### src/rtl/axi_lite_timer.sv
// AXI4-Lite down-counting timer: one-shot or periodic expiry, sticky pending flag, level interrupt.
// Single-beat slave; one write and one read may be in flight independently.
module axi_lite_timer #(
  parameter int unsigned CLK_FREQ = 100_000_000
) (
  input  logic        aclk,
  input  logic        areset,
  input  logic [31:0] s_axi_awaddr,
  input  logic        s_axi_awvalid,
  output logic        s_axi_awready,
  input  logic [31:0] s_axi_wdata,
  input  logic        s_axi_wvalid,
  output logic        s_axi_wready,
  output logic [1:0]  s_axi_bresp,
  output logic        s_axi_bvalid,
  input  logic        s_axi_bready,
  input  logic [31:0] s_axi_araddr,
  input  logic        s_axi_arvalid,
  output logic        s_axi_arready,
  output logic [31:0] s_axi_rdata,
  output logic [1:0]  s_axi_rresp,
  output logic        s_axi_rvalid,
  input  logic        s_axi_rready,
  output logic        interrupt
);
  localparam logic [31:0] VERSION = 32'h2024_0100;

  logic        en_q, en_d, ie_q, ie_d, per_q, per_d, pend_q, pend_d;
  logic [31:0] period_q, period_d, count_q, count_d;
  logic        bvalid_q, bvalid_d, rvalid_q, rvalid_d;
  logic [31:0] rdata_q, rdata_d;
  logic        wr_acc, rd_acc, expire, clr;
  logic [31:0] rd_val;
  logic        unused_addr_bits;

  assign unused_addr_bits = ^{s_axi_awaddr[31:5], s_axi_awaddr[1:0],
                              s_axi_araddr[31:5], s_axi_araddr[1:0]};

  assign wr_acc        = s_axi_awvalid & s_axi_wvalid & ~bvalid_q;
  assign rd_acc        = s_axi_arvalid & ~rvalid_q;
  assign s_axi_awready = wr_acc;
  assign s_axi_wready  = wr_acc;
  assign s_axi_arready = rd_acc;
  assign s_axi_bresp   = 2'b00;
  assign s_axi_rresp   = 2'b00;
  assign s_axi_bvalid  = bvalid_q;
  assign s_axi_rvalid  = rvalid_q;
  assign s_axi_rdata   = rdata_q;
  assign interrupt     = pend_q & ie_q;
  assign expire        = en_q & (count_q == 32'd0);

  always_comb begin
    rd_val = 32'd0;
    case (s_axi_araddr[4:2])
      3'd0:    rd_val = {29'd0, per_q, ie_q, en_q};
      3'd1:    rd_val = {31'd0, pend_q};
      3'd2:    rd_val = period_q;
      3'd3:    rd_val = count_q;
      3'd4:    rd_val = 32'(CLK_FREQ);
      3'd5:    rd_val = VERSION;
      default: rd_val = 32'd0;
    endcase
  end

  always_comb begin
    en_d     = en_q;
    ie_d     = ie_q;
    per_d    = per_q;
    period_d = period_q;
    count_d  = count_q;
    clr      = 1'b0;

    if (en_q) begin
      if (expire) begin
        if (per_q) count_d = period_q;
        else       en_d    = 1'b0;
      end else begin
        count_d = count_q - 32'd1;
      end
    end

    // A CONTROL write overrides the tick: en=0 freezes COUNT at its pre-edge
    // value, and only a 0->1 transition of en reloads.
    if (wr_acc) begin
      case (s_axi_awaddr[4:2])
        3'd0: begin
          en_d  = s_axi_wdata[0];
          ie_d  = s_axi_wdata[1];
          per_d = s_axi_wdata[2];
          if (!s_axi_wdata[0])  count_d = count_q;
          else if (!en_q)       count_d = period_q;
        end
        3'd1:    clr      = s_axi_wdata[0];
        3'd2:    period_d = s_axi_wdata;
        default: ;
      endcase
    end

    pend_d   = expire | (pend_q & ~clr);
    bvalid_d = wr_acc | (bvalid_q & ~s_axi_bready);
    rvalid_d = rd_acc | (rvalid_q & ~s_axi_rready);
    rdata_d  = rd_acc ? rd_val : rdata_q;
  end

  always_ff @(posedge aclk or posedge areset) begin
    if (areset) begin
      en_q     <= 1'b0;
      ie_q     <= 1'b0;
      per_q    <= 1'b0;
      pend_q   <= 1'b0;
      period_q <= 32'd0;
      count_q  <= 32'd0;
      bvalid_q <= 1'b0;
      rvalid_q <= 1'b0;
      rdata_q  <= 32'd0;
    end else begin
      en_q     <= en_d;
      ie_q     <= ie_d;
      per_q    <= per_d;
      pend_q   <= pend_d;
      period_q <= period_d;
      count_q  <= count_d;
      bvalid_q <= bvalid_d;
      rvalid_q <= rvalid_d;
      rdata_q  <= rdata_d;
    end
  end
endmodule

### config.mk
export PLATFORM = sky130hd
export DESIGN_NAME = axi_lite_timer
export DESIGN_NICKNAME = d
export VERILOG_FILES = /design/src/rtl/axi_lite_timer.sv
export SDC_FILE = /design/constraint.sdc
export NUM_CORES = 1
export LEC_CHECK = 0
export CAP_MARGIN = 25
export CORE_MARGIN = 10
export CORE_UTILIZATION = 30
export DETAILED_ROUTE_END_ITERATION = 12
export PLACE_DENSITY = 0.58
export SKIP_CTS_REPAIR_TIMING = 1
export SLEW_MARGIN = 20
export SYNTH_ARGS = -nofsm -noshare
export SYNTH_HDL_FRONTEND = slang
export SYNTH_SLANG_ARGS = --single-unit
### constraint.sdc
create_clock -name aclk -period 4.6 [get_ports aclk]
set_input_delay 0.69 -clock aclk [delete_from_list [all_inputs] [get_ports aclk]]
set_output_delay 0.69 -clock aclk [all_outputs]
set_load 0.005 [all_outputs]
==> results.sh <==
export IMPL_synth_cell_types=56
export IMPL_path_delay_family="simple AND/OR/NAND/NOR gates"
export IMPL_insertion_delay_ns=0.36
export IMPL_power_leakage_uw=0.00285
export IMPL_drtIter0Drc=539
export IMPL_cpMaxStageDelayCell="or4b_2"
export IMPL_num_vias=5236
export IMPL_worstSetupEndpointType="register"
export IMPL_synth_top_family_by_area="compound AO/OA/AOI/OAI gates"
export IMPL_detailedPlace_worstSlack_ns=1.04
export IMPL_setup_viol=0
export IMPL_drive_gt1_frac=0.152
export IMPL_synthTopCellsByCount="dfrtp_1, mux2_2, nand2_1, o21ai_0, clkbuf_1"
export IMPL_slew_violations=0
export IMPL_syn_area_per_cell_um2=9.68
export IMPL_area_growth_pct=21.9
export IMPL_synth_top_area_frac=0.431
export IMPL_crit_arrival_ns=3.64
export IMPL_synthArstFlopShare=1.00
export IMPL_yosysMostFrequentCell="dfrtp_1"
export IMPL_yosys_top_cells_area="dfrtp_1, mux2_2, mux2i_1"
export IMPL_overflow=0
export IMPL_ir_worst_vdd_mv=0.224
export IMPL_n_antenna_cell=0
export IMPL_io_pins=145
export IMPL_min_path_type="register to register"
export IMPL_status="completed"
export IMPL_fp_row_count=51
export IMPL_grt_total_usage=0.147
export IMPL_rsz0062_at_grt="false"
export IMPL_start_util=0.304
export IMPL_dieArea_um2=25800
export IMPL_finalHoldViolCount=0
export IMPL_finish_utilization=0.371
export IMPL_antenna_left=0
export IMPL_setup_tns_ns=0
export IMPL_crit_path_start_kind="register"
export IMPL_yosys_warnings=0
export IMPL_synth_largest_area_cell="dfrtp_1"
export IMPL_max_stage_delay_ns=0.70
export IMPL_synthMuxAreaShare=0.157
export IMPL_min_period_ns=3.41
export IMPL_power_density_nw_per_um2=464
export IMPL_cts_root_buf="clkbuf_16"
export IMPL_synth_xor_area_frac=0.0133
export IMPL_wl_um=19200
export IMPL_grt_max_degree=48
export IMPL_cp_cell_sequence="inv_1 > ha_1 > or4b_2 > nor4_1 > nand4_1 > a2111oi_0 > a211oi_1"
export IMPL_viasPerCell=5.59
export IMPL_die_h_um=161
export IMPL_hpwl_um=13400
export IMPL_numCtsBuffers=9
export IMPL_worst_slack_ns=1.19
export IMPL_synth_simple_area_share=0.150
export IMPL_clkSinkCount=102
export IMPL_post_route_period_util=0.741
export IMPL_clockBufferDepth=2
export IMPL_tightest_slew_ns=1.03
export IMPL_yosys_area_share_adder=0.00211
export IMPL_timing_critical_path_buf_inv=1
export IMPL_synth_seq_cells=102
export IMPL_core_area_um2=19500
export IMPL_worstPathRequired_ns=4.83
export IMPL_drc=0
export IMPL_slew_headroom=0.308
export IMPL_fp_dieW_um=161
export IMPL_grt_pass1_vias=5147
export IMPL_grt_pass1_wl_um=30400
export IMPL_critPathMaxFanout=7
export IMPL_cap_violations=0
export IMPL_antenna_found_initial=0
export IMPL_gp_congestion=0.877
export IMPL_synth_edf_count=0
export IMPL_cts_htree_levels=3
export IMPL_nets=771
export IMPL_synth_compound_area_frac=0.200
export IMPL_yosysSeqAreaShare=0.431
export IMPL_port_buffer_count=82
export IMPL_clk_pin_slew_ns=0.07
export IMPL_mappedNetlistArea_um2=5920
export IMPL_p_total_uw=3350
export IMPL_wire_per_inst_um=20.5
export IMPL_critical_path_class="register to register"
export IMPL_first_pass_iters=5
export IMPL_synthFlopType="dfrtp_1"
export IMPL_fin_worst_skew_ns=0.0125
export IMPL_cts_tree="done"
export IMPL_fmax_mhz=293
export IMPL_synth_cells=612
[sequential cells by signal, indices dropped and copies added, names as in the netlist]
| register | flops |
|---|---|
| count_q | 32 |
| period_q | 32 |
| s_axi_rdata | 32 |
| en_q | 1 |
| ie_q | 1 |
| pend_q | 1 |
| per_q | 1 |
| s_axi_bvalid | 1 |
| s_axi_rvalid | 1 |
[per-layer routing]
metal  global-route usage  vias up  share of wire
li1                     -     2399              -
met1                0.195     2612           0.43
met2                0.236      196           0.48
met3               0.0291       29          0.072
met4               0.0455        0          0.019
met5                    0        -              0
[worst min-delay path: stages (launching register included)]
cell and delay (ns):
dfrtp_1 0.34, nand2_1 0.04, o21ai_0 0.06
[final timing paths]
path                                  from               to  slack (ns)  cells after the start
max reg2reg                     count_q[0]      count_q[21]        1.19                      7
min reg2reg                s_axi_rdata[27]  s_axi_rdata[27]        0.48                      2
min in group asynchronous           areset  s_axi_rdata[22]        0.64                      2
min                        s_axi_rdata[27]  s_axi_rdata[27]        0.48                      2
max                             count_q[0]      count_q[21]        1.19                      7
max in group asynchronous           areset       count_q[6]        3.06                      3
[cells by family (layout without fill, tap and decap cells)]
logic type      Yosys count  count (layout)
fa+ha+maj                 1               1
other cells               1               4
flops                   102             102
simple gates            172             172
compound gates          178             178
mux                      85              85
buf+inv                  64             121
xor+xnor                  9               9
[where the power goes]
group          internal (uW)  switching (uW)  leakage [uW]
Clock                    369             354      0.000130
Sequential              1130             379       0.00129
Combinational            604             515       0.00142
Total                   2100            1250       0.00285
[layout by cell type, fill, tap and decap left out, types with 17 or more instances in the layout]
master and instances:
a22oi_1 17, mux2_2 55, dfrtp_1 102, o21ai_0 45, clkdlybuf4s50_1 81, mux2i_1 29
nand2_1 51, a21oi_1 31, nor2_1 29
[per-stage QoR]
step	cells	cell area [um2]	hold slack [ns]
4_1_cts	937	7220	0.490
3_5_place_dp	921	6950	0.475
6_report	937	7220	0.480
5_1_grt	937	7220	0.513
2_1_floorplan	615	5930	0.460
3_3_place_gp	920	6940	0.468
[area by class of cell]
type | count | area (um2)
flip-flops and latches | 102 | 2550
well taps | 265 | 332
fillers | 1965 | 12200
multi-input cells | 449 | 3120
clock inverters | 5 | 35.0
repair buffers | 94 | 910
clock buffers | 11 | 233
inverters | 11 | 43.8
No activity file was read; power rests on OpenSTA's default activity.
